[config.mk]
export PLATFORM = sky130hd
export DESIGN_NAME = i2c_master_controller
export DESIGN_NICKNAME = d
export VERILOG_FILES = /design/src/rtl/i2c_master_controller.sv
export SDC_FILE = /design/constraint.sdc
export NUM_CORES = 1
export LEC_CHECK = 0
export ABC_AREA = 1
export CAP_MARGIN = 20
export CELL_PAD_IN_SITES_DETAIL_PLACEMENT = 1
export CELL_PAD_IN_SITES_GLOBAL_PLACEMENT = 1
export CORE_MARGIN = 1.5
export CORE_UTILIZATION = 43
export CTS_BUF_LIST = sky130_fd_sc_hd__clkbuf_2 sky130_fd_sc_hd__clkbuf_4 sky130_fd_sc_hd__clkbuf_8
export DETAILED_ROUTE_END_ITERATION = 6
export GPL_ROUTABILITY_DRIVEN = 0
export PLACE_DENSITY = 0.89
export SETUP_SLACK_MARGIN = 0.05
export SLEW_MARGIN = 20
export SYNTH_ARGS = -nofsm -noshare
export SYNTH_HDL_FRONTEND = slang
export SYNTH_SLANG_ARGS = --single-unit
[constraint.sdc]
create_clock -name i2c_core_clock_i -period 8.9 [get_ports i2c_core_clock_i]
set_clock_uncertainty 0.15 [all_clocks]
set_input_delay 1.335 -clock i2c_core_clock_i [delete_from_list [all_inputs] [get_ports i2c_core_clock_i]]
set_output_delay 1.335 -clock i2c_core_clock_i [all_outputs]
set_load 0.005 [all_outputs]
[src/rtl/i2c_master_controller.sv]
// ============================================================================
// Module   : i2c_master_controller
// Purpose  : I2C master sequencer. It produces SCL, one-hot phase strobes,
//            byte handshakes and ACK/NACK tracking for the datapath.
// Options  : I2C_MASTER_REPEAT_START_EN enables the repeated-start path.
// Revision : 1.0 - initial release
// ============================================================================
`default_nettype none

module i2c_master_controller (
  input  logic       i2c_core_clock_i,
  input  logic       reset_bit_i,
  input  logic       enable_i,
  input  logic       rw_i,
  input  logic [7:0] byte_count_i,
  input  logic [7:0] prescaler_i,
  input  logic       sda_i,
  input  logic       repeat_start_i,
  output logic       start_cnt_o,
  output logic       write_addr_cnt_o,
  output logic       write_data_cnt_o,
  output logic       read_data_cnt_o,
  output logic       write_ack_cnt_o,
  output logic       read_ack_cnt_o,
  output logic       stop_cnt_o,
  output logic       repeat_start_cnt_o,
  output logic [7:0] counter_detect_edge_o,
  output logic       scl_o,
  output logic       ack_bit_o,
  output logic       data_req_o,
  output logic       rx_valid_o,
  output logic       busy_o,
  output logic       done_o,
  output logic       nack_o
);

  typedef enum logic [3:0] {
    S_IDLE         = 4'd0,
    S_START        = 4'd1,
    S_WRITE_ADDR   = 4'd2,
    S_READ_ACK     = 4'd3,
    S_WRITE_DATA   = 4'd4,
    S_READ_DATA    = 4'd5,
    S_WRITE_ACK    = 4'd6,
    S_STOP         = 4'd7,
    S_REPEAT_START = 4'd8
  } state_t;

  state_t      state_q, state_d;
  logic        rw_q, rw_d;
  logic [7:0]  rem_q, rem_d;
  logic [6:0]  presc_q, presc_d;
  logic [7:0]  cnt_q, cnt_d;
  logic [2:0]  bitcnt_q, bitcnt_d;
  logic        scl_q, scl_d;
  logic        ack_q, ack_d;
  logic        dreq_q, dreq_d;
  logic        rxv_q, rxv_d;
  logic        done_q, done_d;
  logic        nack_q, nack_d;
  logic        busy_q, busy_d;
  // {start, write_addr, read_ack, write_data, read_data, write_ack, stop}
  logic [6:0]  strb_q, strb_d;

  logic [7:0]  two_p_m1;
  logic        bit_end;

  // Effective half period: at least 2 so every bit has a low and high phase,
  // at most 127 so the full period 2P-1 still fits the 8-bit phase counter.
  function automatic logic [6:0] clamp_p(input logic [7:0] v);
    if (v < 8'd2)
      return 7'd2;
    else if (v > 8'd127)
      return 7'd127;
    else
      return v[6:0];
  endfunction

  assign two_p_m1 = {presc_q, 1'b0} - 8'd1;
  assign bit_end  = (state_q != S_IDLE) && (cnt_q == two_p_m1);

  // Next-state, latch and pulse computation for the bus sequencer.
  always_comb begin
    state_d = state_q;
    rw_d    = rw_q;
    rem_d   = rem_q;
    presc_d = presc_q;
    ack_d   = ack_q;
    nack_d  = nack_q;
    done_d  = 1'b0;
    rxv_d   = 1'b0;

    case (state_q)
      S_IDLE: begin
        if (enable_i) begin
          state_d = S_START;
          rw_d    = rw_i;
          rem_d   = byte_count_i;
          presc_d = clamp_p(prescaler_i);
          nack_d  = 1'b0;
          ack_d   = 1'b0;
        end
      end
      S_START: begin
        if (bit_end) state_d = S_WRITE_ADDR;
      end
      S_WRITE_ADDR: begin
        if (bit_end && bitcnt_q == 3'd7) state_d = S_READ_ACK;
      end
      S_READ_ACK: begin
        if (bit_end) begin
          if (sda_i) begin
            nack_d  = 1'b1;
            state_d = S_STOP;
          end else if (rem_q == 8'd0) begin
`ifdef I2C_MASTER_REPEAT_START_EN
            state_d = repeat_start_i ? S_REPEAT_START : S_STOP;
`else
            state_d = S_STOP;
`endif
          end else if (rw_q) begin
            state_d = S_READ_DATA;
          end else begin
            state_d = S_WRITE_DATA;
          end
        end
      end
      S_WRITE_DATA: begin
        if (bit_end && bitcnt_q == 3'd7) begin
          state_d = S_READ_ACK;
          rem_d   = rem_q - 8'd1;
        end
      end
      S_READ_DATA: begin
        // Byte-complete strobe lands on the final cycle of the byte.
        rxv_d = (bitcnt_q == 3'd7) && (cnt_q + 8'd1 == two_p_m1);
        if (bit_end && bitcnt_q == 3'd7) begin
          state_d = S_WRITE_ACK;
          rem_d   = rem_q - 8'd1;
          ack_d   = (rem_q == 8'd1);
        end
      end
      S_WRITE_ACK: begin
        if (bit_end) state_d = (rem_q != 8'd0) ? S_READ_DATA : S_STOP;
      end
      S_STOP: begin
        if (bit_end) begin
          state_d = S_IDLE;
          done_d  = 1'b1;
        end
      end
      S_REPEAT_START: begin
        if (bit_end) begin
          state_d = S_START;
          rw_d    = rw_i;
          rem_d   = byte_count_i;
          presc_d = clamp_p(prescaler_i);
          done_d  = 1'b1;
        end
      end
      default: state_d = S_IDLE;
    endcase
  end

  // Phase counter, bit counter, SCL level and strobes derived from next state.
  always_comb begin
    cnt_d    = (state_q == S_IDLE || bit_end) ? 8'd0 : cnt_q + 8'd1;
    bitcnt_d = (state_d != state_q) ? 3'd0 :
               (bit_end ? bitcnt_q + 3'd1 : bitcnt_q);
    scl_d    = (state_d == S_IDLE) ? 1'b1 : (cnt_d >= {1'b0, presc_d});
    dreq_d   = (state_d == S_WRITE_DATA) && (state_q != S_WRITE_DATA);
    busy_d   = (state_d != S_IDLE);
    strb_d   = 7'b0;
    case (state_d)
      S_START:      strb_d[6] = 1'b1;
      S_WRITE_ADDR: strb_d[5] = 1'b1;
      S_READ_ACK:   strb_d[4] = 1'b1;
      S_WRITE_DATA: strb_d[3] = 1'b1;
      S_READ_DATA:  strb_d[2] = 1'b1;
      S_WRITE_ACK:  strb_d[1] = 1'b1;
      S_STOP:       strb_d[0] = 1'b1;
      default:      strb_d    = 7'b0;
    endcase
  end

  // Single state register bank; all outputs are registered here.
  always_ff @(posedge i2c_core_clock_i or negedge reset_bit_i) begin
    if (!reset_bit_i) begin
      state_q  <= S_IDLE;
      rw_q     <= 1'b0;
      rem_q    <= 8'd0;
      presc_q  <= 7'd0;
      cnt_q    <= 8'd0;
      bitcnt_q <= 3'd0;
      scl_q    <= 1'b1;
      ack_q    <= 1'b0;
      dreq_q   <= 1'b0;
      rxv_q    <= 1'b0;
      done_q   <= 1'b0;
      nack_q   <= 1'b0;
      busy_q   <= 1'b0;
      strb_q   <= 7'b0;
    end else begin
      state_q  <= state_d;
      rw_q     <= rw_d;
      rem_q    <= rem_d;
      presc_q  <= presc_d;
      cnt_q    <= cnt_d;
      bitcnt_q <= bitcnt_d;
      scl_q    <= scl_d;
      ack_q    <= ack_d;
      dreq_q   <= dreq_d;
      rxv_q    <= rxv_d;
      done_q   <= done_d;
      nack_q   <= nack_d;
      busy_q   <= busy_d;
      strb_q   <= strb_d;
    end
  end

`ifdef I2C_MASTER_REPEAT_START_EN
  logic rs_strb_q;

  // Repeated-start phase strobe, registered like the other strobes.
  always_ff @(posedge i2c_core_clock_i or negedge reset_bit_i) begin
    if (!reset_bit_i)
      rs_strb_q <= 1'b0;
    else
      rs_strb_q <= (state_d == S_REPEAT_START);
  end

  assign repeat_start_cnt_o = rs_strb_q;
`else
  logic unused_repeat_start;
  assign unused_repeat_start = repeat_start_i;
  assign repeat_start_cnt_o  = 1'b0;
`endif

  assign start_cnt_o           = strb_q[6];
  assign write_addr_cnt_o      = strb_q[5];
  assign read_ack_cnt_o        = strb_q[4];
  assign write_data_cnt_o      = strb_q[3];
  assign read_data_cnt_o       = strb_q[2];
  assign write_ack_cnt_o       = strb_q[1];
  assign stop_cnt_o            = strb_q[0];
  assign counter_detect_edge_o = cnt_q;
  assign scl_o                 = scl_q;
  assign ack_bit_o             = ack_q;
  assign data_req_o            = dreq_q;
  assign rx_valid_o            = rxv_q;
  assign busy_o                = busy_q;
  assign done_o                = done_q;
  assign nack_o                = nack_q;

endmodule

`default_nettype wire

==> impl_metrics.py, run 1 <==
metrics = {
    "pwr": {
        "report.power.total_w": 0.00103,
        "p_sw_frac": 0.460,
        "power-per-cell-area_nw_per_um2": 295,
        "peakVddDrop_v": 0.000144,
        "combinationalPowerShare": 0.524,
        "internal_power_w": 0.000555,
        "p_clk_frac": 0.157,
        "seqPwrFrac": 0.319,
        "switching_power_w": 0.000473,
        "leakagePower_nw": 1.74,
    },
    "grt": {
        "grtUsageTotal": 0.242,
        "grt_pass1_vias": 2989,
        "overflow": 0,
        "antenna_found_initial": 0,
        "grt_pass1_wl_mm": 13.7,
        "grt_max_degree": 46,
    },
    "yosys": {
        "avgSynthCellArea_sq_um": 7.31,
        "netlist.top_cell.by_area": "dfrtp_1",
        "yosysUniqueCellTypes": 35,
        "synthMostInstantiatedCell": "nand2_1",
        "synthCells": 393,
        "synth-edff-count": 0,
        "syn_area_sq_um": 2870,
        "syn_nets": 429,
        "synthTopCellsByArea": "dfrtp_1 (38%), nand2_1 (11%), inv_1 (7.7%)",
        "ys.flop_type": "dfrtp_1",
        "ys_top_cells_by_count": "nand2_1 (86), inv_1 (59), nor2_1 (51)",
        "synth_top_area_share": 0.383,
        "ys_seq_area_frac": 0.392,
        "ys_warn_count": 0,
        "ys_ff_latch": 45,
        "async_reset_ff_frac": 1.00,
    },
    "hold_path": {
        "holdPathStages": 2,
        "holdPathEnd": "rem_q[1]",
        "hp-start": "rem_q[1]",
        "hold_path_class": "reg -> reg",
    },
    "setup_path": {
        "crit_chain": "clkdlybuf4s50_1 -> inv_1 -> nor2_1 -> inv_1 -> nand2_1 -> o311ai_0 -> o21ai_0 -> inv_1 -> ha_1 -> a21boi_0 -> o21a_1 -> o21ai_0 -> nand2_1 -> a21o_1 -> a21oi_1 -> nor2_1 -> nor3_1 -> nand2_1",
        "end_kind": "flop",
        "crit_type": "in -> reg",
        "r2r_cells": 23,
        "r2r_setup_slack_ns": 4.62,
        "slowest_delay_ns": 0.48,
        "r2r-end": "scl_o",
        "required_ns": 8.99,
        "path_delay_family": "compound AO/OA/AOI/OAI gates",
        "arrival_ns": 4.41,
        "cp_max_fo": 17,
        "cp_slowest_cell": "clkdlybuf4s50_1",
        "crit_buf_inv": 4,
        "cp-start-kind": "input pin",
        "regToRegStartpoint": "presc_q[0]",
    },
    "detailed_routing": {
        "routed_wl_mm": 7.85,
        "wl_per_cell_um": 15.2,
        "vias": 2742,
        "drt_iter0_markers": 72,
        "maxUsedRoutingLayer": "met4",
        "drc": 0,
        "postRouteAntennaNets": 0,
        "viasPerCell": 5.31,
        "wl_met3_um": 248,
        "first_pass_iters": 4,
        "wl_met2_mm": 3.96,
        "wl_met1_mm": 3.43,
    },
    "die": {
        "dieArea_sq_um": 7180,
        "top_level_ports": 45,
        "fp.dieW_um": 84.8,
        "start_util": 0.450,
        "coreArea_sq_um": 6390,
        "dieHeight_um": 84.8,
        "fp-row-count": 29,
    },
    "layout": {
        "area_growth_pct": 21.1,
        "nNetsFinal": 474,
        "utilization": 0.545,
        "multi_input_area_sq_um": 1490,
        "ff_latch_area_sq_um": 1130,
        "fill_cells": 833,
        "drive_gt1_frac": 0.0683,
        "num_antenna_cells": 0,
    },
    "timing": {
        "worst_pin_slew_ns": 0.587,
        "period_share": 0.485,
        "relSlewSlack": 0.606,
        "hold_viol": 0,
        "maxSlewViolCount": 0,
        "whs_ns": 0.402,
        "setup_tns_ns": 0,
        "setup_viol": 0,
        "setup_ws_ns": 4.59,
        "max_freq_mhz": 232,
        "finalCriticalPeriod_ns": 4.31,
        "rsz0062_at_grt": "false",
    },
    "clocking": {
        "cts_buffers": 5,
        "htreeDepth": 2,
        "clock_path_buffers": 2,
        "cts_resized": 0,
        "cts_sinks": 45,
        "postCtsSetupBuffers": 0,
        "root_buffer": "clkbuf_8",
        "cts.clk_slew.worst_paths_ns": 0.09,
        "cts_tree": "done",
        "clkLatencyLatePin_ns": 0.31,
        "hold_buffers": 0,
    },
    "run": {
        "maxCapViolCount": 0,
    },
    "run_status": {
        "status": "finished clean",
    },
    "place": {
        "dp_hpwl_mm": 6.12,
        "post-place-ws_ns": 4.24,
        "portBuffers": 42,
    },
}
==> cells by family after synthesis <==
kind of cell	synth area share
simple gates	0.294
buf+inv	0.0901
compound gates	0.118
flops	0.392
fa+ha+maj	0.0609
xor+xnor	0.0366
mux	0.00697
other cells	0.00130
==> cell usage in the layout, fill, tap and decap left out, types with 2 or more instances in the layout <==
cell type / n
clkbuf_8: 5
a21o_1: 2
o21ai_0: 27
nor2_1: 51
nor3_1: 8
ha_1: 14
clkdlybuf4s50_1: 41
inv_1: 59
inv_2: 4
nand4_1: 8
xor2_1: 8
mux2i_1: 2
nor2_4: 2
o21ai_1: 4
nor2_2: 7
o21a_1: 2
nand2_1: 86
a21oi_1: 15
xnor2_1: 4
o21ai_2: 2
a21boi_0: 3
dfrtp_1: 44
or2_2: 2
nand3_1: 24
==> worst max path at each step <==
stage,start,to,cells after the start
after floorplan,prescaler_i[7],scl_o,17
after global placement,enable_i,scl_o,18
after detailed placement,enable_i,scl_o,18
after CTS,enable_i,scl_o,18
after global routing,presc_q[0],scl_o,23
final,enable_i,scl_o,18
==> worst reg2reg max path, stage by stage, from the launching register on <==
cell      delay, ns
dfrtp_1        0.42
inv_2          0.17
ha_1           0.33
nand2_1        0.10
nand3_1        0.10
nand2_1        0.10
nor2_2         0.14
nand3_1        0.12
nor2_4         0.16
nand3_1        0.09
nand2_1        0.37
o311ai_0       0.22
o21ai_0        0.17
inv_1          0.08
ha_1           0.26
a21boi_0       0.13
o21a_1         0.19
o21ai_0        0.18
nand2_1        0.09
a21o_1         0.16
a21oi_1        0.18
nor2_1         0.07
nor3_1         0.17
nand2_1        0.08
==> flip-flops by register name (all words and copies together) (netlist names) <==
| signal | flops |
|---|---|
| strb_q | 7 |
| scl_o | 1 |
| ack_bit_o | 1 |
| rw_q | 1 |
| state_q | 4 |
| rem_q | 8 |
| counter_detect_edge_o | 8 |
| busy_o | 1 |
| presc_q | 7 |
| nack_o | 1 |
| bitcnt_q | 3 |
| done_o | 1 |
| rx_valid_o | 1 |
| data_req_o | 1 |
==> through the flow <==
step / instance area, sq um / std cells
final: 3480 / 516
after CTS: 3480 / 516
after floorplan: 2870 / 393
after global routing: 3480 / 516
after detailed placement: 3360 / 508
after global placement: 3360 / 508
==> routing by layer <==
layer | track usage | vias up
met5 | 0 | -
met4 | 0.101 | 0
met3 | 0.0413 | 18
met2 | 0.429 | 55
met1 | 0.289 | 1326
li1 | - | 1343
==> layout make-up <==
cell class,instances,area share
sequential,45,0.324
multi-input combinational,281,0.427
inverter,63,0.0679
tap,77,0.0277
timing repair buffer,42,0.120
clock buffer,5,0.0198
clock inverter,3,0.0133
==> power groups by stage <==
stage	sequential, W	combinational, W	clock (W)
finish	0.000328	0.000539	0.000162
global route	0.000338	0.000612	0.000173
CTS	0.000328	0.000544	0.000167
detailed placement	0.000331	0.000534	0
global placement	0.000327	0.000498	0
floorplan	0.000317	0.000364	0
Note: power is estimated with default switching activity, not from simulation.
==> inputs of run 2 (changes only) <==
--- a/config.mk
+++ b/config.mk
@@ -10,11 +10,11 @@
 export CELL_PAD_IN_SITES_DETAIL_PLACEMENT = 1
 export CELL_PAD_IN_SITES_GLOBAL_PLACEMENT = 1
 export CORE_MARGIN = 1.5
-export CORE_UTILIZATION = 43
+export CORE_UTILIZATION = 40
 export CTS_BUF_LIST = sky130_fd_sc_hd__clkbuf_2 sky130_fd_sc_hd__clkbuf_4 sky130_fd_sc_hd__clkbuf_8
 export DETAILED_ROUTE_END_ITERATION = 6
 export GPL_ROUTABILITY_DRIVEN = 0
-export PLACE_DENSITY = 0.89
+export PLACE_DENSITY = 0.84
 export SETUP_SLACK_MARGIN = 0.05
 export SLEW_MARGIN = 20
 export SYNTH_ARGS = -nofsm -noshare
==> constraint.sdc (replaced) <==
create_clock -name i2c_core_clock_i -period 4.1 [get_ports i2c_core_clock_i]
set_clock_uncertainty 0.15 [all_clocks]
set_input_delay 0.615 -clock i2c_core_clock_i [delete_from_list [all_inputs] [get_ports i2c_core_clock_i]]
set_output_delay 0.615 -clock i2c_core_clock_i [all_outputs]
set_load 0.005 [all_outputs]
==> impl_metrics.py, run 2 (same netlist as run 1, synthesis figures left out) <==
metrics = {
    "run_status": {
        "status": "finished clean",
    },
    "setup_path": {
        "crit_chain": "inv_4 -> ha_4 -> inv_1 -> nand2_1 -> nand3_1 -> nand2_1 -> nor2_2 -> nand3_2 -> nor2_4 -> nand3_1 -> nand2_2 -> buf_4 -> o21ai_0 -> o21ai_0 -> inv_1 -> ha_1 -> o21a_1 -> o21ai_1 -> nand2_1 -> a21o_1 -> a21oi_1 -> nor2_1 -> nor3_1 -> nand2_1",
        "r2r_cells": 24,
        "r2r_setup_slack_ns": 0.39,
        "arrival_ns": 3.80,
        "crit_type": "reg -> reg",
        "end_kind": "flop",
        "r2r-end": "scl_o",
        "cp-start-kind": "flop",
        "critPathCapture": "scl_o",
        "cp-startpoint": "presc_q[0]",
        "crit_path_frequent_cell": "nand2_1",
        "required_ns": 4.19,
        "cp_slowest_cell": "dfrtp_1",
        "slowest_delay_ns": 0.41,
        "cp_max_fo": 13,
        "regToRegStartpoint": "presc_q[0]",
    },
    "clocking": {
        "cts_sinks": 45,
        "clkLatencyLatePin_ns": 0.30,
        "root_buffer": "clkbuf_8",
        "htreeDepth": 2,
        "cts.clk_slew.worst_paths_ns": 0.09,
        "cts_tree": "done",
        "clock_path_buffers": 2,
        "hold_buffers": 0,
        "cts_buffers": 5,
    },
    "detailed_routing": {
        "postRouteAntennaNets": 0,
        "vias": 2763,
        "drt_iter0_markers": 189,
        "wl_per_cell_um": 14.7,
        "first_pass_iters": 4,
        "routed_wl_mm": 7.93,
        "drc": 0,
        "viasPerCell": 5.12,
    },
    "place": {
        "post-place-ws_ns": 0.128,
        "dp_hpwl_mm": 6.06,
        "dpl_cell_area_sq_um": 3400,
        "dp.cells": 529,
        "portBuffers": 42,
    },
    "die": {
        "top_level_ports": 45,
        "fp.dieW_um": 87.8,
        "start_util": 0.418,
        "dieArea_sq_um": 7700,
        "coreArea_sq_um": 6870,
        "fp-row-count": 30,
        "dieHeight_um": 87.8,
    },
    "pwr": {
        "report.power.total_w": 0.00222,
        "peakVddDrop_v": 0.000328,
        "leakagePower_nw": 1.75,
        "power-per-cell-area_nw_per_um2": 627,
    },
    "hold_path": {
        "hold_path_class": "in -> async",
    },
    "timing": {
        "setup_ws_ns": 0.392,
        "period_share": 0.904,
        "worst_pin_slew_ns": 0.611,
        "finalCriticalPeriod_ns": 3.71,
        "relSlewSlack": 0.589,
        "maxSlewViolCount": 0,
        "max_freq_mhz": 270,
        "setup_tns_ns": 0,
        "setup_viol": 0,
        "hold_viol": 0,
        "rsz0062_at_grt": "false",
    },
    "layout": {
        "area_growth_pct": 23.2,
        "nNetsFinal": 479,
        "drive_gt1_frac": 0.0856,
        "layout_common_cells": "nand2_1 (85), inv_1 (59), nor2_1 (51)",
        "num_antenna_cells": 0,
        "layout.cells.most_common": "nand2_1",
        "final_cells": 540,
        "design_area_sq_um": 3540,
    },
    "grt": {
        "antenna_found_initial": 0,
        "grt_pass1_vias": 2819,
        "grt_max_degree": 46,
        "grt_pass1_wl_mm": 13.3,
        "overflow": 0,
        "grtUsageTotal": 0.220,
    },
    "run": {
        "maxCapViolCount": 0,
    },
}
run 2: cell types whose count changed in the layout (fill, tap and decap cells not counted), moves of 2 or more:
cell	change
o21ai_1	+2
clkinvlp_4	+2
o21ai_0	-2
buf_4	+5
run 2: power breakdown:
group | internal, W | switching, W | leakage (nW)
registers | 0.000582 | 0.000130 | 0.572
clock network | 0.000120 | 0.000167 | 0.0364
logic | 0.000476 | 0.000743 | 1.14
total | 0.00118 | 0.00104 | 1.75
run 2: how the worst min path moves through the flow:
stage                      endpoint         from  slack (ns)  depth (start not counted)
after floorplan           ack_bit_o  reset_bit_i        0.17                          0
after global placement     rem_q[3]     rem_q[3]        0.36                          1
after detailed placement     nack_o       nack_o        0.38                          1
after CTS                  rem_q[6]  reset_bit_i        0.37                          1
after global routing       rem_q[5]  reset_bit_i        0.20                          1
final                     strb_q[4]  reset_bit_i        0.16                          1
run 2: critical path: cells and delay by family, from the launching register on:
kind	cells	cell delay (ns)
buffers and inverters	4	0.48
adder cells (fa/ha/maj)	2	0.49
AND/OR/NAND/NOR	12	1.27
AO/OA/AOI/OAI	6	0.86
flip-flops	1	0.41
run 2: final cells by class:
| cell class | instances | area [sq um] |
|---|---|---|
| Sequential cell | 45 | 1130 |
| Fill cell | 883 | 3330 |
| Tap cell | 96 | 120 |
| Inverter | 63 | 239 |
| Clock buffer | 5 | 68.8 |
| Timing Repair Buffer | 47 | 455 |
| Clock inverter | 3 | 22.5 |
| Multi-Input combinational cell | 281 | 1510 |
run 2: metal layers:
metal / part of all wire / global-route usage / vias up
met3: 0.025 / 0.0311 / 6
met4: 0.0064 / 0.0346 / 0
met5: 0 / 0 / -
met2: 0.49 / 0.389 / 38
met1: 0.48 / 0.290 / 1364
li1: - / - / 1355
run 2: metrics by stage:
stage               hold slack [ns]   util
floorplan                     0.169      -
finish                        0.157  0.515
global placement              0.358  0.495
detailed placement            0.376  0.495
CTS                           0.373  0.509
global route                  0.198  0.515
run 2: what timing repair did:
action                                  in CTS  in global routing
endpoints found under the setup margin       0                  1
buffers inserted                             0                  3
resized for setup                            0                  7
==> inputs of run 3 (changes only) <==
--- a/config.mk
+++ b/config.mk
@@ -16,7 +16,7 @@
 export GPL_ROUTABILITY_DRIVEN = 0
 export PLACE_DENSITY = 0.84
 export SETUP_SLACK_MARGIN = 0.05
-export SLEW_MARGIN = 20
+export SLEW_MARGIN = 10
 export SYNTH_ARGS = -nofsm -noshare
 export SYNTH_HDL_FRONTEND = slang
 export SYNTH_SLANG_ARGS = --single-unit
==> impl_metrics.py, run 3 (same netlist as run 1, synthesis figures left out) <==
metrics = {
    "run_status": {
        "status": "finished clean",
    },
    "die": {
        "dieArea_sq_um": 7700,
        "coreArea_sq_um": 6870,
        "dieHeight_um": 87.8,
        "top_level_ports": 45,
        "fp.dieW_um": 87.8,
        "start_util": 0.418,
        "fp-row-count": 30,
    },
    "place": {
        "dp_hpwl_mm": 6.06,
        "post-place-ws_ns": 0.128,
        "dpl_cell_area_sq_um": 3400,
        "portBuffers": 42,
        "dp.cells": 529,
    },
    "detailed_routing": {
        "postRouteAntennaNets": 0,
        "routed_wl_mm": 7.93,
        "drt_iter0_markers": 159,
        "viasPerCell": 5.13,
        "drc": 0,
        "wl_per_cell_um": 14.7,
        "first_pass_iters": 4,
        "vias": 2776,
    },
    "hold_path": {
        "hold_path_class": "in -> async",
    },
    "setup_path": {
        "end_kind": "flop",
        "cp-start-kind": "flop",
        "arrival_ns": 3.79,
        "crit_type": "reg -> reg",
        "cp_max_fo": 13,
        "required_ns": 4.19,
    },
    "timing": {
        "setup_viol": 0,
        "hold_viol": 0,
        "maxSlewViolCount": 0,
        "setup_ws_ns": 0.399,
        "finalCriticalPeriod_ns": 3.70,
        "relSlewSlack": 0.592,
        "worst_pin_slew_ns": 0.607,
        "setup_tns_ns": 0,
        "rsz0062_at_grt": "false",
        "max_freq_mhz": 270,
        "period_share": 0.903,
    },
    "layout": {
        "design_area_sq_um": 3560,
        "drive_gt1_frac": 0.0876,
        "num_antenna_cells": 0,
        "area_growth_pct": 23.8,
        "nNetsFinal": 480,
        "layout.cells.most_common": "nand2_1",
        "layout_common_cells": "nand2_1 (85), inv_1 (59), nor2_1 (51)",
        "final_cells": 541,
    },
    "clocking": {
        "cts_sinks": 45,
        "cts_buffers": 5,
        "clock_path_buffers": 2,
        "htreeDepth": 2,
        "cts.clk_slew.worst_paths_ns": 0.10,
        "clkLatencyLatePin_ns": 0.30,
        "cts_tree": "done",
        "hold_buffers": 0,
        "root_buffer": "clkbuf_8",
    },
    "pwr": {
        "p_sw_frac": 0.469,
        "leakagePower_nw": 1.76,
        "seqPwrFrac": 0.321,
        "switching_power_w": 0.00104,
        "peakVddDrop_v": 0.000328,
        "power-per-cell-area_nw_per_um2": 624,
        "internal_power_w": 0.00118,
        "combinationalPowerShare": 0.549,
        "p_clk_frac": 0.129,
    },
    "grt": {
        "antenna_found_initial": 0,
        "grt_max_degree": 46,
        "grt_pass1_wl_mm": 13.3,
        "overflow": 0,
        "grtUsageTotal": 0.220,
        "grt_pass1_vias": 2819,
    },
    "run": {
        "maxCapViolCount": 0,
    },
}
## run 3: cell count changes in the layout (fill, tap and decap cells not counted)
cell    before  now
buf_4        6    5
buf_12       0    1
buf_2        0    1
## run 3: metrics by stage
step / hold WS [ns] / util / power, W
floorplan: 0.169 / - / 0.00148
global placement: 0.358 / 0.495 / 0.00181
detailed placement: 0.376 / 0.495 / 0.00189
CTS: 0.373 / 0.509 / 0.00218
global route: 0.0280 / 0.518 / 0.00243
finish: 0.0225 / 0.518 / 0.00222
## run 3: power groups by stage
stage	Combinational (W)	Sequential (W)	Clock, W
2_1_floorplan	0.000789	0.000689	0
3_3_place_gp	0.00110	0.000709	0
3_5_place_dp	0.00117	0.000716	0
4_1_cts	0.00118	0.000709	0.000295
5_1_grt	0.00139	0.000733	0.000310
6_report	0.00122	0.000713	0.000287
## run 3: repair_timing
item / CTS / global route
resized for setup: 0 / 7
setup buffers: 0 / 3
endpoints found under the hold margin: 0 / 0
endpoints found under the setup margin: 0 / 1
## run 3: final timing paths
path,start,endpoint,slack (ns),depth (start not counted)
max in group asynchronous,reset_bit_i,scl_o,3.24,2
setup reg to reg,presc_q[0],scl_o,0.40,24
setup / recovery,presc_q[0],scl_o,0.40,24
hold / removal,reset_bit_i,rem_q[5],0.02,1
hold reg to reg,rem_q[3],rem_q[3],0.40,1
min in group i2c_core_clock_i,rem_q[3],rem_q[3],0.40,1
## run 3: area by class of cell
class,instances,area (sq um)
clock inverters,3,22.5
well taps,96,120
flip-flops and latches,45,1130
clock buffers,5,68.8
fillers,883,3310
inverters,63,239
multi-input cells,281,1510
repair buffers,48,473
## run 3: routing by layer
metal  global-route usage  routed length, um  up-vias
met5                    0                  0        -
met4               0.0346                 51        0
met3               0.0311                214        6
met2                0.389               3870       42
met1                0.290               3790     1372
li1                     -                  -     1356
## run 3: critical path: stages (launching register included)
cell	delay (ns)
dfrtp_1	0.42
inv_4	0.09
ha_4	0.19
inv_1	0.09
nand2_1	0.06
nand3_1	0.09
nand2_1	0.10
nor2_2	0.17
nand3_2	0.11
nor2_4	0.15
nand3_1	0.10
nand2_2	0.13
buf_4	0.20
o21ai_0	0.13
o21ai_0	0.18
inv_1	0.09
ha_1	0.29
o21a_1	0.11
o21ai_1	0.12
nand2_1	0.10
a21o_1	0.18
a21oi_1	0.15
nor2_1	0.05
nor3_1	0.13
nand2_1	0.07
